## src/rtl/uart_rx_receiver_if.sv

```systemverilog
// Rx FIFO push port of the UART receiver: byte, push strobe and FIFO-full flag.
// Latency: none (wires only).
// Backpressure: RxFF from the FIFO side; the receiver drops the frame instead of stalling.
interface uart_rx_receiver_if #(
    parameter int DATA_BITS = 8
);
    logic [DATA_BITS-1:0] data_out;   // last received byte
    logic                 write_Rx;   // one-cycle push strobe
    logic                 RxFF;       // FIFO full flag

    modport master (output data_out, output write_Rx, input RxFF);
    modport slave  (input data_out, input write_Rx, output RxFF);
endinterface

```

## src/rtl/uart_rx_receiver.sv

```systemverilog
// Purpose: oversampled UART receiver, LSB-first frames pushed into the Rx FIFO; parity via UART_RX_PARITY_EN.
// Latency: write_Rx one cycle after mid-stop sample, ~SYNC_STAGES+OVERSAMPLE/2+(DATA_BITS+1)*OVERSAMPLE+1 from start edge.
// Backpressure: none toward the line; a good frame seen while RxFF=1 is dropped and sets sticky overrun_err.
// Ports: baud_clk/rst (sync, active-high); rx_serial async line (idle high); clr_err clears overrun_err;
//        fifo (master) drives data_out/write_Rx and reads RxFF; framing_err/parity_err are one-cycle
//        pulses in the stop-sample cycle; overrun_err is sticky; busy is high outside IDLE.
module uart_rx_receiver #(
    parameter int OVERSAMPLE  = 16,
    parameter int DATA_BITS   = 8,
    parameter int SYNC_STAGES = 2,
    parameter int PARITY_ODD  = 0
) (
    input  logic                baud_clk,
    input  logic                rst,
    input  logic                rx_serial,
    input  logic                clr_err,
    uart_rx_receiver_if.master  fifo,
    output logic                framing_err,
    output logic                parity_err,
    output logic                overrun_err,
    output logic                busy
);
    localparam int TW = $clog2(OVERSAMPLE);
    localparam int BW = (DATA_BITS > 1) ? $clog2(DATA_BITS) : 1;
    localparam logic [TW-1:0] TICK_HALF = TW'(OVERSAMPLE / 2 - 1);
    localparam logic [TW-1:0] TICK_LAST = TW'(OVERSAMPLE - 1);
    localparam logic [BW-1:0] BIT_LAST  = BW'(DATA_BITS - 1);

    if ((OVERSAMPLE < 4) || (OVERSAMPLE % 2 != 0)) begin : g_bad_os
        $error("OVERSAMPLE must be even and >= 4");
    end
    if (SYNC_STAGES < 2) begin : g_bad_sync
        $error("SYNC_STAGES must be >= 2");
    end
    if ((PARITY_ODD != 0) && (PARITY_ODD != 1)) begin : g_bad_par
        $error("PARITY_ODD must be 0 or 1");
    end

    typedef enum logic [2:0] {
        ST_IDLE,
        ST_START,
        ST_DATA,
`ifdef UART_RX_PARITY_EN
        ST_PARITY,
`endif
        ST_STOP,
        ST_BREAK
    } state_t;

    state_t                 state_q, state_nxt;
    logic [SYNC_STAGES-1:0] sync_q;
    logic                   rx_s;
    logic [TW-1:0]          tick_q, tick_nxt;
    logic [BW-1:0]          bit_q, bit_nxt;
    logic [DATA_BITS-1:0]   shift_q, shift_nxt;
    logic                   par_bad_q, par_bad_nxt;   // parity verdict held until the stop sample
    logic                   perr_q, perr_nxt;
    logic                   wr_nxt, ferr_nxt, ovr_set;

    assign rx_s       = sync_q[SYNC_STAGES-1];
    assign busy       = (state_q != ST_IDLE);
    assign parity_err = perr_q;   // never set when the parity state is absent

    always_ff @(posedge baud_clk) begin
        if (rst) begin
            state_q <= ST_IDLE;
        end else begin
            state_q <= state_nxt;
        end
    end

    always_ff @(posedge baud_clk) begin
        if (rst) begin
            sync_q        <= '1;
            tick_q        <= '0;
            bit_q         <= '0;
            shift_q       <= '0;
            par_bad_q     <= 1'b0;
            perr_q        <= 1'b0;
            framing_err   <= 1'b0;
            overrun_err   <= 1'b0;
            fifo.write_Rx <= 1'b0;
            fifo.data_out <= '0;
        end else begin
            sync_q        <= {sync_q[SYNC_STAGES-2:0], rx_serial};
            tick_q        <= tick_nxt;
            bit_q         <= bit_nxt;
            shift_q       <= shift_nxt;
            par_bad_q     <= par_bad_nxt;
            perr_q        <= perr_nxt;
            framing_err   <= ferr_nxt;
            fifo.write_Rx <= wr_nxt;
            if (wr_nxt) begin
                fifo.data_out <= shift_q;
            end
            // A set in the same cycle as a clear must win.
            if (ovr_set) begin
                overrun_err <= 1'b1;
            end else if (clr_err) begin
                overrun_err <= 1'b0;
            end
        end
    end

    always_comb begin
        state_nxt   = state_q;
        tick_nxt    = tick_q;
        bit_nxt     = bit_q;
        shift_nxt   = shift_q;
        par_bad_nxt = par_bad_q;
        perr_nxt    = 1'b0;
        ferr_nxt    = 1'b0;
        wr_nxt      = 1'b0;
        ovr_set     = 1'b0;
        case (state_q)
            ST_IDLE: begin
                if (!rx_s) begin
                    state_nxt   = ST_START;
                    tick_nxt    = '0;
                    par_bad_nxt = 1'b0;
                end
            end
            ST_START: begin
                if (tick_q == TICK_HALF) begin
                    // Still low at mid start bit: real start; otherwise a glitch.
                    tick_nxt  = '0;
                    bit_nxt   = '0;
                    state_nxt = rx_s ? ST_IDLE : ST_DATA;
                end else begin
                    tick_nxt = tick_q + TW'(1);
                end
            end
            ST_DATA: begin
                if (tick_q == TICK_LAST) begin
                    tick_nxt                 = '0;
                    shift_nxt                = shift_q >> 1;
                    shift_nxt[DATA_BITS-1]   = rx_s;
                    if (bit_q == BIT_LAST) begin
                        bit_nxt = '0;
`ifdef UART_RX_PARITY_EN
                        state_nxt = ST_PARITY;
`else
                        state_nxt = ST_STOP;
`endif
                    end else begin
                        bit_nxt = bit_q + BW'(1);
                    end
                end else begin
                    tick_nxt = tick_q + TW'(1);
                end
            end
`ifdef UART_RX_PARITY_EN
            ST_PARITY: begin
                if (tick_q == TICK_LAST) begin
                    tick_nxt    = '0;
                    par_bad_nxt = (rx_s != ((^shift_q) ^ (PARITY_ODD != 0)));
                    state_nxt   = ST_STOP;
                end else begin
                    tick_nxt = tick_q + TW'(1);
                end
            end
`endif
            ST_STOP: begin
                if (tick_q == TICK_LAST) begin
                    tick_nxt = '0;
                    perr_nxt = par_bad_q;
                    ferr_nxt = !rx_s;
                    if (!rx_s) begin
                        state_nxt = ST_BREAK;
                    end else begin
                        state_nxt = ST_IDLE;
                        if (!par_bad_q) begin
                            if (fifo.RxFF) begin
                                ovr_set = 1'b1;
                            end else begin
                                wr_nxt = 1'b1;
                            end
                        end
                    end
                end else begin
                    tick_nxt = tick_q + TW'(1);
                end
            end
            ST_BREAK: begin
                // Hold here until the line returns high so a stuck-low line cannot retrigger.
                if (rx_s) begin
                    state_nxt = ST_IDLE;
                end
            end
            default: state_nxt = ST_IDLE;
        endcase
    end
endmodule

```

## src/flat_wrapper.sv

```systemverilog
// flat-port wrapper written by rule: the top's interface ports become plain ports
module uart_rx_receiver_flat 
#(
    parameter int OVERSAMPLE  = 16,
    parameter int DATA_BITS   = 8,
    parameter int SYNC_STAGES = 2,
    parameter int PARITY_ODD  = 0
)
  (baud_clk, rst, rx_serial, clr_err, framing_err, parity_err, overrun_err, busy, fifo_data_out, fifo_write_Rx, fifo_RxFF);
  uart_rx_receiver_if #(.DATA_BITS(DATA_BITS)) fifo_i ();
  input  logic baud_clk;
  input  logic rst;
  input  logic rx_serial;
  input  logic clr_err;
  output logic framing_err;
  output logic parity_err;
  output logic overrun_err;
  output logic busy;
  output wire logic [$bits(fifo_i.data_out)-1:0] fifo_data_out;
  output wire logic [$bits(fifo_i.write_Rx)-1:0] fifo_write_Rx;
  input wire logic [$bits(fifo_i.RxFF)-1:0] fifo_RxFF;
  assign fifo_data_out = fifo_i.data_out;
  assign fifo_write_Rx = fifo_i.write_Rx;
  assign fifo_i.RxFF = fifo_RxFF;
  uart_rx_receiver #(.OVERSAMPLE(OVERSAMPLE), .DATA_BITS(DATA_BITS), .SYNC_STAGES(SYNC_STAGES), .PARITY_ODD(PARITY_ODD)) u_core (.baud_clk(baud_clk), .rst(rst), .rx_serial(rx_serial), .clr_err(clr_err), .fifo(fifo_i), .framing_err(framing_err), .parity_err(parity_err), .overrun_err(overrun_err), .busy(busy));
endmodule
```

## config.mk

```make
export PLATFORM = sky130hd
export DESIGN_NAME = uart_rx_receiver_flat
export DESIGN_NICKNAME = d
export VERILOG_FILES = /design/src/rtl/uart_rx_receiver_if.sv /design/src/rtl/uart_rx_receiver.sv /design/src/flat_wrapper.sv
export SDC_FILE = /design/constraint.sdc
export NUM_CORES = 1
export LEC_CHECK = 0
export ABC_AREA = 1
export BUFFER_PORTS_ARGS = -buffer_cell sky130_fd_sc_hd__buf_2
export CAP_MARGIN = 20
export CORE_MARGIN = 1
export CORE_UTILIZATION = 50
export CTS_CLUSTER_DIAMETER = 120
export DETAILED_ROUTE_END_ITERATION = 8
export GPL_TIMING_DRIVEN = 0
export PLACE_DENSITY = 0.73
export SYNTH_ARGS = -nofsm -noshare
export SYNTH_HDL_FRONTEND = slang
export SYNTH_SLANG_ARGS = --single-unit
```

## constraint.sdc

```tcl
create_clock -name baud_clk -period 1.25 [get_ports baud_clk]
set_input_delay 0.125 -clock baud_clk [delete_from_list [all_inputs] [get_ports baud_clk]]
set_output_delay 0.125 -clock baud_clk [all_outputs]
set_load 0.03 [all_outputs]
```

# Word level (Yosys, flattened, before mapping)
# Index checks and enable logic that the tools add are counted.
[totals]
ff_bits = 31
input_bits = 5
out_inout_bits = 13
[op_classes]
addsub = 2
n_eq_ne = 13
n_mux = 27
bitwise_logic = 2
n_reduce_logical = 12
[op_table]
columns = ["op", "n"]
rows = [
  ["$mux W3", 10],
  ["$pmux W3 S5", 1],
  ["$mux W4", 3],
  ["$pmux W4 S3", 1],
  ["$mux W1", 10],
  ["$ne A2 B1 Y1 const B", 5],
  ["$eq A3 B2 Y1 const B", 2],
  ["$eq A3 B3 Y1 const B", 2],
  ["$pmux W3 S2", 1],
  ["$reduce_and A6 Y1", 1],
  ["$reduce_bool A3 Y1", 2],
  ["$add A4 B1 Y4 const B", 1],
  ["$eq A4 B3 Y1 const B", 1],
  ["$eq A4 B4 Y1 const B", 1],
  ["$reduce_and A2 Y1", 2],
  ["$reduce_bool A2 Y1", 2],
  ["$add A3 B1 Y3 const B", 1],
  ["$eq A3 B1 Y1 const B", 1],
  ["$logic_not A3 Y1", 1],
  ["$reduce_and A3 Y1", 1],
  ["$reduce_or A3 Y1", 1],
  ["$mux W2", 1],
  ["$ne A2 B2 Y1 const B", 1],
  ["$not A1 Y1", 2],
  ["2 further kinds", 2],
]

# Longest topological paths before layout
# Gate-level depths: netlist of run 1.
[logic_depth]
word_depth = 5
mapped_depth = 10
ltp_nobuf = 10

# Least setup slack after synthesis of run 1
# Ideal clock, no wire load.
[synth_path]
path_type = "reg2reg"
from = "register u_core.tick_q[0]"
to = "register u_core.state_q[1]"
arrival_ns = 1.223
required_time_ns = 1.137
setup_slack_ns = -0.086
path_stages_with_launch = 10
synth_period_minus_slack_ns = 1.336
path_cell_list = "dfxtp_1 > ha_1 > nand3_4 > clkinv_1 > nor2_4 > nor2_8 > nand2_4 > nand2_1 > nand2_1 > nor2_1"
[synth_via]
elab_chain_cells = 3
[synth_lines]
columns = ["item", "line_no", "source"]
rows = [
  ["from (decl)", "uart_rx_receiver.sv:53", "logic [TW-1:0] tick_q, tick_nxt;"],
  ["from (signal assigned)", "uart_rx_receiver.sv:86", "tick_q <= tick_nxt;"],
  ["$eq A4 B4 Y1 / $eq A4 B3 Y1 (equally long branches)", "uart_rx_receiver.sv:134, uart_rx_receiver.sv:164, uart_rx_receiver.sv:124", ""],
  ["$ne A2 B1 Y1 (no source line)", "--", ""],
  ["$reduce_and A6 Y1 (no source line) *", "--", ""],
  ["to (signal assigned)", "uart_rx_receiver.sv:68", "state_q <= state_nxt;"],
  ["to (decl)", "uart_rx_receiver.sv:50", "state_t state_q, state_nxt;"],
]
# Mark *: on every way between the ends. The rest lies on a longest branch, timed or not.
# A chain may end at the register's enable or synchronous reset.

# Final worst setup path of run 1
[layout_path]
from = "register u_core.tick_q[0]"
to = "register u_core.tick_q[0]"
[layout_via]
elab_chain_cells = 3
[layout_lines]
columns = ["item", "line_no", "source"]
rows = [
  ["$add A4 B1 Y4, or another cell as far along", "uart_rx_receiver.sv:130, uart_rx_receiver.sv:149, uart_rx_receiver.sv:181", ""],
  ["$mux W4 (on tied branches)", "uart_rx_receiver.sv:134, uart_rx_receiver.sv:164, uart_rx_receiver.sv:124", ""],
  ["$pmux W4 S3 *", "uart_rx_receiver.sv:115", "case (state_q)"],
]
# Marks and branches as above.

==> results.toml, run 1 <==
[synthesis]
yosys.area.top_type = "dfxtp_1"
synth_nets = 186
syn_area_mm2 = 0.00137
synth_commonest_cells = "dfxtp_1, nor2_1, nand2_1"
synthFlopType = "dfxtp_1"
yosysWarnings = 0
synth_cell_types = 26
synth_top_area_share_pct = 45.2
netlist_top_cells_area = "dfxtp_1, nor2_1, nand2_1"
ys_seq_area_share_pct = 45.2
syn-instance-count = 178
async_reset_ff_share_pct = 0
synth_edf_count = 0
synth-seq-cells = 31
avgSynthCellArea_um2 = 7.72

[sta]
setup_viol = 22
timing.final.crit_share_pct = 107
skew_ns = 0.0119
hold_violations = 0
setup_slack_ns = -0.0880
rsz0062_at_grt = "true"
maxSlewViolCount = 0
tightest_slew_ns = 0.506
slew_headroom_pct = 66.3
period_needed_ns = 1.34
fmaxAchievable_ghz = 0.747
fin_tns_setup_ns = -0.825

[clock_tree]
cts_buffer_depth = 2
numCtsBuffers = 5
worstSkewPairLatency_ns = 0.35
numClockSinks = 31
cts_tree = "done"
clockRootBuffer = "clkbuf_4"
htreeDepth = 2
clk_pin_slew_ns = 0.10

[floorplanning]
core_mm2 = 0.00254
boundaryPins = 18
die_y_um = 54.4
initial_core_util_pct = 54.0
rows = 18
fp.dieArea_mm2 = 0.00296
die-width_um = 54.4

[detailed_routing]
dr.pass1.iters = 4
via_per_inst = 5.22
drc = 0
postRouteAntennaNets = 0
vias = 1285
wirelength_um = 3210
wire_per_inst_um = 13.1
drtIter0Drc = 29

[worst_setup_path]
startpoint_type = "flop"
cp_slowest_cell = "dfxtp_2"
arrival_ns = 1.58
cp.required_ns = 1.49
slowest_delay_ns = 0.36
path_max_fanout = 7
rrSetupSlack_ns = -0.09
endpoint_kind = "flop"
crit_type = "reg2reg"
cp_cell_sequence = "ha_4 > nand3_4 > clkinv_4 > nor2_4 > nor2_8 > nand2_2 > o21bai_1 > inv_1"

[layout]
drive_gt1_share_pct = 45.8
fin_nets = 223
antenna_cells = 0
area_growth_syn_to_layout_pct = 38.4

[global_routing]
grt_usage_pct = 23.8
grt_max_degree = 11
grt_pass1_vias = 1129
grt_pass1_wl_um = 4840
overflow = 0
antenna_found_initial = 0

[run_status]
status = "finished with violations"
violations = "negative setup slack"

[power_and_ir_drop]
power_leakage_nw = 0.835
powerDensity_mw_per_mm2 = 1580
ir_drop_mv = 1.25

[placement]
dp_hpwl_um = 1900
pre_cts_ws_ns = -0.123
io_buffers = 16
gp_congestion = 0.902

[run]
cap_violations = 0

[worst_hold_path]
min_path_type = "in2reg"
registers in the layout, summed over array words and instances, names as in the netlist:
| signal | cells |
|---|---|
| u_core.bit_q | 3 |
| u_core.tick_q | 4 |
| u_core.state_q | 3 |
| u_core.fifo.write_Rx | 1 |
| u_core.overrun_err | 1 |
| u_core.framing_err | 1 |
| u_core.fifo.data_out | 8 |
| u_core.sync_q | 2 |
| u_core.shift_q | 8 |
cells by family after synthesis:
family / Yosys count / share of synthesized area [%]
xor+xnor: 1 / 0.638
other cells: 1 / 0.273
compound gates: 37 / 13.9
simple gates: 87 / 31.8
buf+inv: 18 / 5.46
flops: 31 / 45.2
fa+ha+maj: 3 / 2.73
worst max-delay path, delay by kind of cell (launching register included):
| kind | cells | cell delay, ns |
|---|---|---|
| and+or+nand+nor | 4 | 0.42 |
| DFF | 1 | 0.36 |
| adders and majority gates | 1 | 0.16 |
| AOI/OAI and AO/OA | 1 | 0.15 |
| buffers and inverters | 2 | 0.14 |
metrics by stage:
step	std cells	instance area, µm²	utilization (%)	hold slack [ns]	total power [W]
final	246	1900	74.7	0.0162	0.00300
after global routing	246	1900	74.7	0.0385	0.00317
after CTS	242	1790	70.5	0.0114	0.00291
after detailed placement	224	1520	59.6	0.313	0.00189
after global placement	224	1520	59.6	0.310	0.00188
after floorplan	178	1400	-	0.202	0.00175
routing by layer:
metal  part of all wire, %  GRT usage, %  up-vias
met5                     0             0        -
met2                    51          40.4       24
met1                    44          27.1      594
li1                      -             -      658
met3                   2.9          5.83        9
met4                   2.5          12.8        0
layout by cell type, fill, tap and decap left out, drive strengths merged:
master / count
dlygate4sd3: 3
a21oi: 18
nor2: 40
o21bai: 1
clkbuf: 8
clkinv: 2
ha: 3
buf: 29
o21ai: 17
dfxtp: 31
or2: 3
o2111ai: 1
inv: 13
nand3: 12
bufinv: 1
nor4: 1
xor2: 1
nor3: 1
conb: 1
nand2: 30
repair_timing:
action,CTS,global route
hold buffers,3,0
endpoints found under the hold margin,3,0
setup buffers,7,3
pin swaps,13,10
gates resized for setup,37,22
endpoints found under the setup margin,26,27
cloned,0,1
final cells by class:
cell class / count / area, µm²
multi-input combinational: 129 / 853
fill: 175 / 643
tap: 30 / 37.5
clock inverter: 2 / 35.0
clock buffer: 6 / 51.3
timing repair buffer: 30 / 198
buffer: 4 / 26.3
inverter: 14 / 60.1
sequential: 31 / 641
where the power goes:
part	internal, W	switching [W]	leakage (nW)	total, W
Combinational	0.000391	0.000617	0.531	0.00101
Clock	0.000472	0.000366	0.0482	0.000838
Sequential	0.00106	0.0000967	0.255	0.00116
Total	0.00192	0.00108	0.835	0.00300
path summary, 6_finish.rpt:
path | endpoint | startpoint | cells after the start
worst max-delay path | u_core.tick_q[0] | u_core.tick_q[0] | 8
worst min-delay path | u_core.overrun_err | clr_err | 4
worst max register to register | u_core.tick_q[0] | u_core.tick_q[0] | 8
worst min register to register | u_core.sync_q[1] | u_core.sync_q[0] | 1
(Power assumes the default switching activity.)
==> run 2, diff against run 1 <==
--- a/config.mk
+++ b/config.mk
@@ -9,11 +9,12 @@
 export BUFFER_PORTS_ARGS = -buffer_cell sky130_fd_sc_hd__buf_2
 export CAP_MARGIN = 20
 export CORE_MARGIN = 1
-export CORE_UTILIZATION = 50
+export CORE_UTILIZATION = 53
+export CTS_BUF_LIST = sky130_fd_sc_hd__clkbuf_8
 export CTS_CLUSTER_DIAMETER = 120
 export DETAILED_ROUTE_END_ITERATION = 8
 export GPL_TIMING_DRIVEN = 0
-export PLACE_DENSITY = 0.73
+export PLACE_DENSITY = 0.77
 export SYNTH_ARGS = -nofsm -noshare
 export SYNTH_HDL_FRONTEND = slang
 export SYNTH_SLANG_ARGS = --single-unit
==> run 2 against run 1 <==
Against the previous run:
- register-to-register slack worse by 0.04 ns
- largest power group unchanged
- routed wire length up 4.2%
- critical endpoint is now u_core.shift_q[6]
- the run still ends with negative setup slack left
- first-iteration DRC count up 14%
- non-clock buffer count unchanged
- final cell count down 0.41%
- hold slack better by 0.021 ns
- clock power up 8.9%
- count of clock-buffer cells in the layout down 1
- combinational power up 4%
==> results.toml, run 2 (same netlist as run 1, synthesis figures left out) <==
[layout]
final_common_cell = "nor2_1"
area_growth_syn_to_layout_pct = 38.3
drive_gt1_share_pct = 43.7
fin_nets = 223
layout_common_cells = "nor2_1, dfxtp_1, nand2_1, a21oi_1, buf_2"
reg_top3 = "u_core.fifo.data_out x8, u_core.shift_q x8, u_core.tick_q x4"
antenna_cells = 0

[global_routing]
grt_pass1_vias = 1142
met2_usage_pct = 38.6
grt_max_degree = 11
grtUsageMet3_pct = 7.18
grt_usage_pct = 23.7
busiest_layer = "met2"
overflow = 0
antenna_found_initial = 0
grt_pass1_wl_um = 4750
gr-usage-met1_pct = 29.8

[sta]
skew_ns = 0.0103
setup_viol = 24
setup_slack_ns = -0.127
fmaxAchievable_ghz = 0.726
hold_violations = 0
tightest_slew_ns = 0.551
rsz0062_at_grt = "true"
fin_tns_setup_ns = -1.65
slew_headroom_pct = 63.2
maxSlewViolCount = 0
period_needed_ns = 1.38
timing.final.crit_share_pct = 110
timing.hold.ws_ns = 0.0370

[worst_setup_path]
endpoint_kind = "flop"
path_max_fanout = 5
arrival_ns = 1.58
startpoint_type = "flop"
cp.required_ns = 1.46
crit_type = "reg2reg"
rr_worst_depth = 7

[clock_tree]
postCtsHoldBufs = 0
numCtsBuffers = 5
cts_tree = "done"
worstSkewPairLatency_ns = 0.27
cts_buffer_depth = 2
numClockSinks = 31
htreeDepth = 2
clk_pin_slew_ns = 0.06
clockRootBuffer = "clkbuf_8"

[floorplanning]
initial_core_util_pct = 56.0
die-width_um = 52.9
boundaryPins = 18
core_mm2 = 0.00245
rows = 18
die_y_um = 52.9
fp.dieArea_mm2 = 0.00280

[worst_hold_path]
whs_path_depth = 2
min_path_type = "in2reg"

[detailed_routing]
drtIter0Drc = 33
via_per_inst = 5.42
postRouteAntennaNets = 0
wire_per_inst_um = 13.7
wirelength_um = 3350
drc = 0
dr.pass1.iters = 5
vias = 1328

[placement]
gp_congestion = 0.892
io_buffers = 16
dp_hpwl_um = 2030

[run]
cap_violations = 0

[run_status]
status = "finished with violations"
violations = "negative setup slack"

[power_and_ir_drop]
power.total_w = 0.00314
power_leakage_nw = 0.860
powerDensity_mw_per_mm2 = 1650
ir_drop_mv = 1.67
[run 2: changes by cell type in the layout (fill, tap and decap cells not counted), moves of 3 or more]
cell and change:
o21ai_1 +4, nor2_1 +4, nor2_2 -4, clkbuf_4 -5, clkbuf_8 +4, o21ai_2 -3
dlygate4sd3_1 -3
[run 2: worst paths after layout]
check | from | endpoint | slack (ns)
max | u_core.tick_q[1] | u_core.shift_q[6] | -0.13
min reg2reg | u_core.sync_q[0] | u_core.sync_q[1] | 0.42
max reg2reg | u_core.tick_q[1] | u_core.shift_q[6] | -0.13
min | rx_serial | u_core.sync_q[0] | 0.04
[run 2: metal layers]
layer  wire length, µm  up-vias
met5                 0        -
met4                21        0
met3               123        3
met2              1700       29
met1              1500      636
li1                  -      660
[run 2: through the flow]
stage                     instance area [µm²]  instances  setup WS, ns  util, %
after detailed placement                 1520        224        -0.163     61.8
final                                    1900        245        -0.127     77.4
after global routing                     1900        245        -0.195     77.4
after global placement                   1520        224        -0.141     61.8
after floorplan                          1400        178        0.0201        -
after CTS                                1730        238       -0.0938     70.6
[run 2: cell type report]
type,count,area [µm²]
multi-input combinational,129,827
sequential,31,639
fill,157,556
timing repair buffer,30,206
clock buffer,5,68.8
inverter,14,60.1
tap,30,37.5
clock inverter,2,33.8
buffer,4,26.3
[run 2: critical path, cell delays in order, from the launching register on]
cell and delay, ns:
dfxtp_2 0.35, ha_4 0.16, nand3_4 0.12, buf_12 0.17
nor2_4 0.17, buf_4 0.16, o21ai_2 0.05, a21oi_1 0.13
[run 2: power by group]
part | total (W) | switching, W | internal [W]
sequential | 0.00118 | 0.000108 | 0.00107
clock | 0.000913 | 0.000338 | 0.000575
combinational | 0.00105 | 0.000630 | 0.000424
total | 0.00314 | 0.00108 | 0.00207
[run 2: timing repair]
| action | CTS | global route |
|---|---|---|
| setup buffers | 7 | 6 |
| pin swaps | 9 | 15 |
| gates resized for setup | 20 | 33 |
| setup endpoints to repair | 26 | 27 |
| gates cloned | 0 | 1 |
